`src/rtl/fp_addsub_pipe.sv`:
```
// fp_addsub_pipe: 3-stage pipelined floating-point adder/subtractor.
//   S1: special-case detect, operand swap, alignment with guard/round/sticky
//   S2: signed mantissa add/subtract
//   S3: leading-zero normalise, round-to-nearest-even, pack
// Subnormal inputs are flushed to zero; subnormal outputs are never produced.
// Optional feature macro: FPADD_EXC_FLAGS_EN -- when defined, exception flags
// {invalid, overflow, underflow, inexact} are computed and registered with the
// result; otherwise flags is tied to zero.
module fp_addsub_pipe #(
  parameter int EXP_W = 8,
  parameter int MAN_W = 23,
  localparam int W = 1 + EXP_W + MAN_W
) (
  input  logic         clk,
  input  logic         rst_n,
  input  logic         in_valid,
  output logic         in_ready,
  input  logic [W-1:0] a,
  input  logic [W-1:0] b,
  input  logic         op,
  output logic         out_valid,
  input  logic         out_ready,
  output logic [W-1:0] result,
  output logic [3:0]   flags
);
  localparam int XW     = MAN_W + 4;        // hidden, fraction, G, R, S
  localparam int AW     = MAN_W + 3;        // hidden, fraction, G, R
  localparam int SW     = MAN_W + 5;        // sum with carry bit
  localparam int EW2    = EXP_W + 8;        // wide exponent, room for negative values
  localparam int LZW    = $clog2(XW);
  localparam int SH_MAX = MAN_W + 3;
  localparam logic [EXP_W-1:0] EONES = '1;
  localparam logic [W-1:0] QNAN = {1'b0, {EXP_W{1'b1}}, 1'b1, {(MAN_W-1){1'b0}}};

  logic         w_adv;
  logic [3:1]   r_vld_pipe;

  assign w_adv     = out_ready | ~r_vld_pipe[3];
  assign in_ready  = w_adv;
  assign out_valid = r_vld_pipe[3];

  // ---------------- S1: decode, special cases, swap, align ----------------
  logic [EXP_W-1:0] w_ea, w_eb, w_e_big, w_e_sml;
  logic [MAN_W-1:0] w_fa, w_fb;
  logic             w_za, w_zb, w_ia, w_ib, w_na, w_nb;
  logic             w_sb_eff, w_a_ge_b, w_s_big, w_s_sml;
  logic [MAN_W:0]   w_m_big, w_m_sml;
  logic [31:0]      w_diff, w_sh;
  logic [2*AW-1:0]  w_wide;
  logic [XW-1:0]    w_mb_ext, w_ms_ext;
  logic             w_spc;
  logic [W-1:0]     w_spc_val;

  assign w_ea     = a[W-2 -: EXP_W];
  assign w_eb     = b[W-2 -: EXP_W];
  assign w_za     = (w_ea == '0);
  assign w_zb     = (w_eb == '0);
  assign w_fa     = w_za ? '0 : a[MAN_W-1:0];
  assign w_fb     = w_zb ? '0 : b[MAN_W-1:0];
  assign w_ia     = (w_ea == EONES) && (a[MAN_W-1:0] == '0);
  assign w_ib     = (w_eb == EONES) && (b[MAN_W-1:0] == '0);
  assign w_na     = (w_ea == EONES) && (a[MAN_W-1:0] != '0);
  assign w_nb     = (w_eb == EONES) && (b[MAN_W-1:0] != '0);
  assign w_sb_eff = b[W-1] ^ op;
  assign w_a_ge_b = {w_ea, w_fa} >= {w_eb, w_fb};

  // Larger magnitude becomes the alignment base
  always_comb begin
    w_e_big = w_a_ge_b ? w_ea : w_eb;
    w_e_sml = w_a_ge_b ? w_eb : w_ea;
    w_s_big = w_a_ge_b ? a[W-1] : w_sb_eff;
    w_s_sml = w_a_ge_b ? w_sb_eff : a[W-1];
    w_m_big = w_a_ge_b ? {~w_za, w_fa} : {~w_zb, w_fb};
    w_m_sml = w_a_ge_b ? {~w_zb, w_fb} : {~w_za, w_fa};
  end

  // Shift into a double-width field; everything landing in the low half is sticky
  assign w_diff   = 32'(w_e_big - w_e_sml);
  assign w_sh     = (w_diff > 32'(SH_MAX)) ? 32'(SH_MAX) : w_diff;
  assign w_wide   = {w_m_sml, 2'b00, {AW{1'b0}}} >> w_sh;
  assign w_ms_ext = {w_wide[2*AW-1:AW], |w_wide[AW-1:0]};
  assign w_mb_ext = {w_m_big, 3'b000};

  // NaN / infinity results bypass the arithmetic path
  always_comb begin
    w_spc     = 1'b0;
    w_spc_val = '0;
    if (w_na || w_nb) begin
      w_spc     = 1'b1;
      w_spc_val = QNAN;
    end else if (w_ia && w_ib) begin
      w_spc     = 1'b1;
      w_spc_val = (a[W-1] != w_sb_eff) ? QNAN : {a[W-1], EONES, {MAN_W{1'b0}}};
    end else if (w_ia) begin
      w_spc     = 1'b1;
      w_spc_val = {a[W-1], EONES, {MAN_W{1'b0}}};
    end else if (w_ib) begin
      w_spc     = 1'b1;
      w_spc_val = {w_sb_eff, EONES, {MAN_W{1'b0}}};
    end
  end

`ifdef FPADD_EXC_FLAGS_EN
  logic w_inv;
  assign w_inv = w_ia & w_ib & (a[W-1] ^ w_sb_eff);
  logic r1_inv, r2_inv;
`endif

  logic             r1_sb, r1_ss, r1_spc, r1_zsign;
  logic [EXP_W-1:0] r1_e;
  logic [XW-1:0]    r1_mb, r1_ms;
  logic [W-1:0]     r1_spc_val;

  // S1 register
  always_ff @(posedge clk or negedge rst_n) begin
    if (!rst_n) begin
      r1_sb <= 1'b0; r1_ss <= 1'b0; r1_spc <= 1'b0; r1_zsign <= 1'b0;
      r1_e <= '0; r1_mb <= '0; r1_ms <= '0; r1_spc_val <= '0;
`ifdef FPADD_EXC_FLAGS_EN
      r1_inv <= 1'b0;
`endif
    end else if (w_adv) begin
      r1_sb      <= w_s_big;
      r1_ss      <= w_s_sml;
      r1_spc     <= w_spc;
      r1_zsign   <= a[W-1] & w_sb_eff;   // only (-0)+(-0) keeps a negative zero
      r1_e       <= w_e_big;
      r1_mb      <= w_mb_ext;
      r1_ms      <= w_ms_ext;
      r1_spc_val <= w_spc_val;
`ifdef FPADD_EXC_FLAGS_EN
      r1_inv     <= w_inv;
`endif
    end
  end

  // ---------------- S2: mantissa add/subtract ----------------
  logic [SW-1:0]    w_sum;
  logic             r2_sign, r2_spc, r2_zsign;
  logic [EXP_W-1:0] r2_e;
  logic [SW-1:0]    r2_sum;
  logic [W-1:0]     r2_spc_val;

  // Base magnitude is never smaller, so the difference cannot go negative
  assign w_sum = (r1_sb ^ r1_ss) ? ({1'b0, r1_mb} - {1'b0, r1_ms})
                                 : ({1'b0, r1_mb} + {1'b0, r1_ms});

  // S2 register
  always_ff @(posedge clk or negedge rst_n) begin
    if (!rst_n) begin
      r2_sign <= 1'b0; r2_spc <= 1'b0; r2_zsign <= 1'b0;
      r2_e <= '0; r2_sum <= '0; r2_spc_val <= '0;
`ifdef FPADD_EXC_FLAGS_EN
      r2_inv <= 1'b0;
`endif
    end else if (w_adv) begin
      r2_sign    <= r1_sb;
      r2_spc     <= r1_spc;
      r2_zsign   <= r1_zsign;
      r2_e       <= r1_e;
      r2_sum     <= w_sum;
      r2_spc_val <= r1_spc_val;
`ifdef FPADD_EXC_FLAGS_EN
      r2_inv     <= r1_inv;
`endif
    end
  end

  // ---------------- S3: normalise, round, pack ----------------
  logic [LZW-1:0]   w_lz;
  logic [XW-1:0]    w_norm;
  logic [EW2-1:0]   w_en, w_er;
  logic [MAN_W+1:0] w_mr;
  logic [MAN_W-1:0] w_frac;
  logic             w_udf, w_ovf, w_zero, w_rup, w_inx;
  logic [W-1:0]     w_res;

  // Leading-zero count below the carry bit: highest set bit wins
  always_comb begin
    w_lz = '0;
    for (int i = 0; i < XW; i++)
      if (r2_sum[i]) w_lz = LZW'(XW - 1 - i);
  end

  assign w_norm = r2_sum[SW-1] ? {r2_sum[SW-1:2], |r2_sum[1:0]}
                               : (r2_sum[XW-1:0] << w_lz);
  assign w_en   = r2_sum[SW-1] ? EW2'(r2_e) + EW2'(1) : EW2'(r2_e) - EW2'(w_lz);
  assign w_udf  = w_en[EW2-1] | (w_en == '0);
  assign w_rup  = w_norm[2] & (w_norm[1] | w_norm[0] | w_norm[3]);
  assign w_mr   = {1'b0, w_norm[XW-1:3]} + (MAN_W+2)'(w_rup);
  assign w_er   = w_en + EW2'(w_mr[MAN_W+1]);
  assign w_frac = w_mr[MAN_W+1] ? w_mr[MAN_W:1] : w_mr[MAN_W-1:0];
  assign w_ovf  = ~w_udf & (w_er >= EW2'(EONES));
  assign w_zero = (r2_sum == '0);
  assign w_inx  = |w_norm[2:0];

  // Result selection, specials first
  always_comb begin
    w_res = {r2_sign, w_er[EXP_W-1:0], w_frac};
    if (r2_spc)      w_res = r2_spc_val;
    else if (w_zero) w_res = {r2_zsign, {(W-1){1'b0}}};
    else if (w_udf)  w_res = {r2_sign, {(W-1){1'b0}}};
    else if (w_ovf)  w_res = {r2_sign, EONES, {MAN_W{1'b0}}};
  end

`ifdef FPADD_EXC_FLAGS_EN
  logic [3:0] w_flg, r_flags;

  // Flag selection mirrors the result priority
  always_comb begin
    w_flg = {3'b000, w_inx};
    if (r2_spc)      w_flg = {r2_inv, 3'b000};
    else if (w_zero) w_flg = 4'b0000;
    else if (w_udf)  w_flg = 4'b0011;
    else if (w_ovf)  w_flg = 4'b0101;
  end

  // Flag register, advances with the result
  always_ff @(posedge clk or negedge rst_n) begin
    if (!rst_n)     r_flags <= 4'b0000;
    else if (w_adv) r_flags <= w_flg;
  end
  assign flags = r_flags;
`else
  assign flags = 4'b0000;
`endif

  logic [W-1:0] r_result;

  // S3 register and valid shift register
  always_ff @(posedge clk or negedge rst_n) begin
    if (!rst_n) begin
      r_result   <= '0;
      r_vld_pipe <= '0;
    end else if (w_adv) begin
      r_result   <= w_res;
      r_vld_pipe <= {r_vld_pipe[2:1], in_valid};
    end
  end
  assign result = r_result;

endmodule

```
`config.mk`:
```
export PLATFORM = sky130hd
export DESIGN_NAME = fp_addsub_pipe
export DESIGN_NICKNAME = d
export VERILOG_FILES = /design/src/rtl/fp_addsub_pipe.sv
export SDC_FILE = /design/constraint.sdc
export NUM_CORES = 1
export LEC_CHECK = 0
export ABC_AREA = 1
export BUFFER_PORTS_ARGS = -buffer_cell sky130_fd_sc_hd__buf_2
export CAP_MARGIN = 15
export CORE_ASPECT_RATIO = 1.2
export CORE_UTILIZATION = 30
export CTS_CLUSTER_SIZE = 28
export DETAILED_ROUTE_END_ITERATION = 10
export SLEW_MARGIN = 20
export SYNTH_ARGS = -nofsm -noshare
export SYNTH_HDL_FRONTEND = slang
export SYNTH_SLANG_ARGS = --single-unit
```
`constraint.sdc`:
```
create_clock -name clk -period 7.1 [get_ports clk]
set_input_delay 0.71 -clock clk [delete_from_list [all_inputs] [get_ports clk]]
set_output_delay 0.71 -clock clk [all_outputs]
set_load 0.01 [all_outputs]
```
* After elaboration in Yosys (flattened, before gate mapping)
Cells that the tools add are included.
** Word-level totals
- Bits in registers :: 201
- Bits of input ports :: 69
- Output and inout bits :: 38
** Cells by class
- Add/subtract/negate cells :: 7
- Order comparisons :: 3
- Equality and inequality tests :: 3
- Shifts and indexed selects :: 2
- Multiplexer cells :: 53
- Bitwise operators :: 13
- Reduce and logical (&&, ||, !) cells :: 16
** Operators by type and width (count)
- 32-bit two-way mux :: 8
- 5-bit two-way mux :: 27
- 23-bit two-way mux :: 3
- 31-bit two-way mux :: 2
- 52-bit by 32-bit >> shifter with 52-bit output :: 1
- 24-bit two-way mux :: 2
- 23-bit zero test :: 2
- 23-bit nonzero test :: 2
- 32-bit by 5-bit > comparator with 1-bit output, second input constant :: 1
- 31-bit >= comparator :: 1
- 27-bit by 27-bit adder with 28-bit output :: 1
- 28-bit zero test :: 1
- 28-bit two-way mux :: 1
- 27-bit by 27-bit subtractor with 28-bit output :: 1
- 27-bit two-way mux :: 1
- 27-bit by 5-bit << shifter with 27-bit output :: 1
- 26-bit OR reduction :: 1
- 24-bit by 1-bit adder with 25-bit output :: 1
- 16-bit by 1-bit adder with 16-bit output :: 1
- 8-bit equality test, second input constant :: 2
- 16-bit by 8-bit >= comparator with 1-bit output, second input constant :: 1
- 16-bit zero test :: 1
- 8-bit zero test :: 2
- 16-bit two-way mux :: 1
- other kinds (13) :: 32

* Logic depth before layout (Yosys ltp)
Gate-level depths: netlist (run 1).
- Word-level depth :: 40
- Gate-level depth with buffers :: 56
- Mapped depth without buffers :: 55

* Least setup slack after synthesis (run 1)
No wires, ideal clock.
- Kind :: reg-to-reg
- From :: reg r2_sum[3]
- To :: reg r_result[2] (netlist: result[2])
- Arrival time :: 5.334 ns
- Setup slack :: 1.700 ns
- Cell stages (with the launch flop) :: 55
- Clock period less this slack :: 5.400 ns
- Path through :: dfrtp_1 > inv_2 > nand2_1 > nand2_1 > nand2_1 > nand2_1 > nand2_1 > nand2_1 > nand2_1 > nand2_1 > nand2_1 > nand2_1 > nand2_1 > nand2_1 > nand2_1 > nand2_1 > nand2_1 > nand2_1 > [19 not listed] > nand2_1 > nor2_1 > ha_1 > ha_1 > nand3_1 > nor3b_1 > xor2_1 > nor4_1 > nand4_1 > nand3_1 > nor2_1 > inv_1 > nor3_1 > inv_1 > nor2_1 > buf_2 > nand3_1 > nand2_1
** On the way
- Longest elaborated chain between the ends :: 37
- Elaborated cells between the ends (all ways) :: 44
** RTL lines
- start, declared :: RTL line 141 : logic [SW-1:0] r2_sum;
- start signal, assigned :: RTL line 161 : r2_sum <= w_sum;
- 5-bit two-way mux (24 in a row) :: RTL line 182 : if (r2_sum[i]) w_lz = LZW'(XW - 1 - i);
- 27-bit by 5-bit << shifter with 27-bit output :: RTL line 186 : : (r2_sum[XW-1:0] << w_lz);
- 27-bit two-way mux :: RTL line 185 : assign w_norm = r2_sum[SW-1] ? {r2_sum[SW-1:2], |r2_sum[1:0]}
- 1-bit bitwise OR (2 in a row) :: RTL line 189 : assign w_rup = w_norm[2] & (w_norm[1] | w_norm[0] | w_norm[3]);
- 1-bit AND :: RTL line 189
- 24-bit by 1-bit adder with 25-bit output :: RTL line 190 : assign w_mr = {1'b0, w_norm[XW-1:3]} + (MAN_W+2)'(w_rup);
- 16-bit by 1-bit adder with 16-bit output :: RTL line 191 : assign w_er = w_en + EW2'(w_mr[MAN_W+1]);
- 16-bit by 8-bit >= comparator with 1-bit output :: RTL line 193 : assign w_ovf = ~w_udf & (w_er >= EW2'(EONES));
- 1-bit AND :: RTL line 193
- 31-bit two-way mux :: RTL line 203 : else if (w_ovf) w_res = {r2_sign, EONES, {MAN_W{1'b0}}};
- 31-bit two-way mux :: RTL line 202 : else if (w_udf) w_res = {r2_sign, {(W-1){1'b0}}};
- 32-bit two-way mux * :: RTL line 201 : else if (w_zero) w_res = {r2_zsign, {(W-1){1'b0}}};
- 32-bit two-way mux * :: RTL line 200 : if (r2_spc) w_res = r2_spc_val;
- end signal, assigned :: RTL line 236 : r_result <= w_res;
- end, declared :: RTL line 228 : logic [W-1:0] r_result;
Mark *: on every way between the ends. The rest lies on a longest branch, timed or not.
A chain may end at the register's enable or synchronous reset.

* Worst setup path in the final report (run 1)
- From :: reg r2_sum[3]
- To :: reg r_result[19] (netlist: result[19])
The elaborated chain is that of the path after synthesis.

==> results.json, run 1 <==
{
  "rows": 88,
  "wire_per_inst_um": 17.4,
  "grt_pass1_wl_um": 83400,
  "ff2ff_path_depth": 53,
  "setup_viol_count_final": 0,
  "post-route-period-util": 0.901,
  "cts.clk_slew.worst_paths_ns": 0.06,
  "max_freq_mhz": 156,
  "async_flop_share": 1.00,
  "arrival_ns": 6.77,
  "gr-total-overflow": 0,
  "synth.area.top_cells": "dfrtp_1, nand2_1, nand3_1, ha_1, inv_1",
  "die_w_um": 203,
  "setup.worst_path.start_class": "register",
  "power-per-cell-area_mw_per_mm2": 431,
  "drt_iter0_drc": 1111,
  "place_inst": 3010,
  "hold_violations": 0,
  "cp_slowest_cell": "dfrtp_2",
  "whs_ns": 0.316,
  "slowest_delay_ns": 0.44,
  "slew_violations": 0,
  "synthDistinctLibCells": 61,
  "cts-root-to-sink-buffers": 2,
  "drcViolationCount": 0,
  "ys_ff_latch": 141,
  "max_cap_violations": 0,
  "finalSetupTns_ns": 0,
  "endpoint_kind": "register",
  "rrSetupSlack_ns": 0.70,
  "detailed_place_hpwl_um": 42800,
  "stdcell_count": 3041,
  "total_power_uw": 7050,
  "drtPass1Iterations": 5,
  "crit_end": "result[19]",
  "layout_setup_ws_ns": 0.701,
  "met1_length_um": 21800,
  "yosysWarningCount": 0,
  "critPathKind": "reg2reg",
  "numCtsBuffers": 17,
  "yosysTopAreaCell": "dfrtp_1",
  "clockRootBuffer": "clkbuf_16",
  "cts-resized-gates": 0,
  "h-tree-depth": 4,
  "tightestPinTransition_ns": 1.05,
  "numClockSinks": 141,
  "synth_edf_count": 0,
  "final_nets": 2563,
  "synth_top_area_frac": 0.242,
  "grt_pass1_vias": 15387,
  "outcome": "completed",
  "post_cts_buffers": 0,
  "synthCells": 2347,
  "grt_max_degree": 114,
  "start_util": 0.304,
  "worst-path-max-fanout": 28,
  "cp-startpoint": "r2_sum[3]",
  "avgSynthCellArea_um2": 6.21,
  "gp_congestion": 0.940,
  "fin_crit_ns": 6.40,
  "yosys_most_used_dff": "dfrtp_1",
  "clock_skew_ns": 0.0157,
  "ant_nets": 0,
  "clkLatencyLatePin_ns": 0.46,
  "vdd_drop_max_mv": 0.151,
  "netlist_area_mm2": 0.0146,
  "wl_met2_um": 26800,
  "antenna_found_initial": 0,
  "cts_tree": "built",
  "area_delta_synth_final_pct": 12.3,
  "worstReg2RegEnd": "result[19]",
  "hp-class": "in2async",
  "vias_per_cell": 5.22,
  "ctsHoldBuffers": 0,
  "reg2reg_from": "r2_sum[3]",
  "layout-drive-gt1-share": 0.0946,
  "via_count": 15876,
  "pin_count": 107,
  "cp_common_cell": "nand2_1",
  "grt_usage": 0.215,
  "leakage_uw": 0.00821,
  "fp.dieH_um": 244,
  "coreArea_mm2": 0.0480,
  "dieArea_mm2": 0.0495,
  "routed_wl_um": 52900,
  "top_layer": "met4",
  "fillers": 5422,
  "portBuffers": 102,
  "required_ns": 7.47,
  "met3_length_um": 1520,
  "ys_seq_area_frac": 0.242,
  "n_antenna_cell": 0,
  "maxSlewHeadroom": 0.301,
  "place_ws_ns": 0.227
}
-- cell usage after synthesis (4+ instances only) --
master,instances
clkbuf_1,61
o21ai_1,12
a21oi_1,104
nor2_2,4
o31ai_1,7
xor2_1,31
dfrtp_1,141
nor4_1,17
ha_1,92
or2_2,5
inv_2,9
nor3_1,17
nand3_1,342
o22a_1,6
nand2_2,6
buf_6,6
o221ai_1,12
a22oi_1,7
o22ai_1,29
inv_1,270
nand3b_1,4
o21bai_1,4
o211ai_1,5
o21ai_0,177
buf_1,11
and2_1,4
nand2_1,646
buf_4,6
nand3_2,5
buf_2,21
a31oi_1,9
nor2_4,5
nor2_1,156
nand4_1,63
xnor2_1,14
-- cells by family after synthesis --
logic type,count (synthesis),synth area share
xor+xnor,45,0.0270
compound gates,392,0.152
flops,141,0.242
buf+inv,387,0.106
fa+ha+maj,94,0.0817
other cells,1,0.000257
simple gates,1284,0.389
mux,3,0.00206
-- critical path: cells and delay by family (launching register included) --
family / cells / cell delay (ns)
DFF: 1 / 0.44
buffers and inverters: 6 / 0.77
AOI/OAI and AO/OA: 2 / 0.36
and+or+nand+nor: 41 / 3.93
adders and majority gates: 3 / 0.58
xor gates and xnor gates: 1 / 0.21
-- cell usage in the layout (no fill, tap or decap), drive strengths merged, types with 2 or more instances in the layout --
cell / n
nor2: 166
o211ai: 5
nand4: 64
o221ai: 12
a22oi: 7
o21bai: 4
o2111ai: 2
clkinv: 8
a31oi: 9
o22a: 6
inv: 280
or2: 6
ha: 92
o31ai: 7
o22ai: 30
nand3: 347
xor2: 31
dfrtp: 141
o21ai: 192
xnor2: 14
a21oi: 106
and2: 4
a21o: 2
fa: 2
conb: 4
bufinv: 4
nand3b: 4
nor3: 19
nand2: 655
buf: 135
clkbuf: 18
nor4: 17
a21boi: 3
clkinvlp: 2
mux2i: 3
-- metal layers --
layer,up-vias,global-route usage
met3,114,0.0225
li1,7934,-
met2,398,0.385
met5,-,0
met4,0,0.113
met1,7430,0.249
-- worst min-delay path by stage --
| stage | startpoint | endpoint | slack, ns | depth (start not counted) |
|---|---|---|---|---|
| 2_1_floorplan | rst_n | r1_e[0] | 0.41 | 0 |
| 5_1_grt | rst_n | result[27] | 0.39 | 1 |
| 3_3_place_gp | r_vld_pipe[2] | r_vld_pipe[3] | 0.45 | 1 |
| 3_5_place_dp | r_vld_pipe[2] | r_vld_pipe[3] | 0.45 | 1 |
| 4_1_cts | rst_n | result[7] | 0.38 | 1 |
| 6_report | rst_n | result[27] | 0.32 | 1 |
-- report_power, final --
group          internal (µW)  switching (µW)  total, µW
Combinational           1500            3230       4740
Clock                    590             362        952
Sequential              1080             279       1360
-- flip-flops by register name, indices dropped and copies added (netlist names) --
register	flops
r1_e	8
r1_mb	24
r1_ms	27
r1_sb	1
r1_spc_val	3
r1_ss	1
r1_zsign	1
r2_e	8
r2_sign	1
r2_spc_val	3
r2_sum	28
r2_zsign	1
r_vld_pipe	3
result	32
-- layout make-up --
class                           count  area [µm²]  area share
Inverter                          282        1060      0.0649
Sequential cell                   141        3530       0.215
Clock inverter                     12         170      0.0104
Timing Repair Buffer              135         781      0.0477
Clock buffer                       18         439      0.0268
Tap cell                          630         788      0.0481
Multi-Input combinational cell   1823        9610       0.587
-- stage by stage --
| stage | instance area (µm²) | util |
|---|---|---|
| after global placement | 15700 | 0.326 |
| after floorplan | 14600 | - |
| after CTS | 16300 | 0.339 |
| after detailed placement | 15700 | 0.326 |
| final | 16400 | 0.341 |
| after global routing | 16400 | 0.341 |
Note: power is estimated with default switching activity, not from simulation.
==> run 2, diff against run 1 <==
- CORE_UTILIZATION: 30 -> 63
- PLACE_DENSITY: not set -> 0.83
==> results.json, run 2 (synthesis gave the netlist of run 1 again) <==
{
  "slew_violations": 0,
  "hp-class": "in2async",
  "hold_violations": 0,
  "cts.clk_slew.worst_paths_ns": 0.07,
  "cp-startpoint": "r2_sum[3]",
  "vdd_drop_max_mv": 0.231,
  "grt_max_degree": 99,
  "switching_share": 0.566,
  "largest_reg_flops": 32,
  "place_ws_ns": 0.363,
  "fin_crit_ns": 6.35,
  "grt_pass1_wl_um": 81800,
  "area_delta_synth_final_pct": 8.73,
  "layout-drive-gt1-share": 0.0926,
  "multi_input_area_mm2": 0.00957,
  "max_freq_mhz": 157,
  "start_util": 0.645,
  "required_ns": 7.46,
  "setup_viol_count_final": 0,
  "clock_skew_ns": 0.0149,
  "detailed_place_hpwl_um": 38700,
  "leakage_uw": 0.00816,
  "critPathKind": "reg2reg",
  "power-per-cell-area_mw_per_mm2": 439,
  "internal_power_uw": 3020,
  "portBuffers": 102,
  "via_count": 16880,
  "fp.dieH_um": 169,
  "cts-root-to-sink-buffers": 2,
  "routed_wl_um": 51000,
  "clockPowerShare": 0.124,
  "pin_count": 107,
  "reg2reg_from": "r2_sum[3]",
  "final_cell_mix": "nand2_1, nand3_1, inv_1",
  "coreArea_mm2": 0.0226,
  "grt_usage": 0.438,
  "seq_power_share": 0.199,
  "fillers": 1912,
  "outcome": "completed",
  "numClockSinks": 141,
  "wire_per_inst_um": 18.8,
  "place_inst": 2686,
  "rows": 60,
  "combPwrFrac": 0.676,
  "maxSlewHeadroom": 0.313,
  "final_nets": 2559,
  "drt_iter0_drc": 2229,
  "switchingPower_uw": 3940,
  "die_w_um": 141,
  "numCtsBuffers": 17,
  "area.sequential_mm2": 0.00353,
  "clockRootBuffer": "clkbuf_16",
  "cts_tree": "built",
  "cp_common_cell": "nand2_1",
  "whs_ns": 0.231,
  "tightestPinTransition_ns": 1.03,
  "rrSetupSlack_ns": 0.75,
  "setup.worst_path.start_class": "register",
  "cp_slowest_cell": "dfrtp_1",
  "gr-total-overflow": 0,
  "ant_nets": 0,
  "h-tree-depth": 4,
  "n_antenna_cell": 0,
  "dieArea_mm2": 0.0238,
  "drtPass1Iterations": 8,
  "post-route-period-util": 0.895,
  "slowest_delay_ns": 0.45,
  "worst-path-max-fanout": 11,
  "vias_per_cell": 6.21,
  "drcViolationCount": 0,
  "max_cap_violations": 0,
  "arrival_ns": 6.72,
  "endpoint_kind": "register",
  "layout_setup_ws_ns": 0.746,
  "clkLatencyLatePin_ns": 0.43,
  "gp_congestion": 1.11,
  "grt_pass1_vias": 16217,
  "stdcell_count": 2719,
  "final_common_cell": "nand2_1",
  "antenna_found_initial": 0
}
run 2: cell types whose count changed in the layout (fill, tap and decap cells not counted), sizes merged:
cell      delta
buf          -3
inv          +7
clkinvlp     -1
nand2        -1
bufinv       -4
run 2: area by class of cell:
type	count	area share
Clock buffer	18	0.0277
Clock inverter	14	0.00789
Sequential cell	141	0.223
Inverter	282	0.0668
Tap cell	310	0.0245
Timing Repair Buffer	132	0.0470
Multi-Input combinational cell	1822	0.604
run 2: timing repair:
| item | in CTS | in global routing |
|---|---|---|
| setup buffers | 0 | 1 |
| hold buffers | 0 | 0 |
| setup endpoints to repair | 0 | 31 |
| gates resized for setup | 0 | 12 |
run 2: final timing paths:
path                                       to  cells after the start
worst min-delay path               result[27]                      1
max in group asynchronous          r2_sum[19]                      2
min in group clk                r_vld_pipe[3]                      1
worst max register to register      result[1]                     52
worst max-delay path                result[1]                     52
worst min register to register  r_vld_pipe[3]                      1
run 2: per-layer routing:
metal	track usage	wire [µm]	vias up	share of wire
met4	0.344	4490	0	0.088
met3	0.0752	4020	300	0.079
met1	0.488	18300	7690	0.36
met2	0.745	24300	956	0.48
met5	0	0	-	0
li1	-	-	7934	-
run 2: through the flow:
| stage | instance area, µm² | total power, µW | setup TNS (ns) | util |
|---|---|---|---|---|
| floorplan | 14600 | 4580 | 0 | - |
| global placement | 15200 | 5780 | 0 | 0.674 |
| detailed placement | 15200 | 5840 | 0 | 0.674 |
| CTS | 15800 | 6740 | 0 | 0.699 |
| global route | 15900 | 7490 | -0.000568 | 0.702 |
| finish | 15900 | 6960 | 0 | 0.702 |
run 2: critical path, delay by kind of cell (launching register included):
family | cells | cell delay (ns)
and+or+nand+nor | 43 | 3.95
xor gates and xnor gates | 1 | 0.21
DFF | 1 | 0.45
buffers and inverters | 4 | 0.54
AOI/OAI and AO/OA | 1 | 0.44
adders and majority gates | 3 | 0.66
run 2: power groups by stage:
stage | combinational [µW] | clock (µW) | sequential (µW)
3_5_place_dp | 4470 | 0 | 1370
6_report | 4710 | 867 | 1390
3_3_place_gp | 4410 | 0 | 1370
2_1_floorplan | 3270 | 0 | 1310
4_1_cts | 4510 | 867 | 1360
5_1_grt | 5180 | 901 | 1410
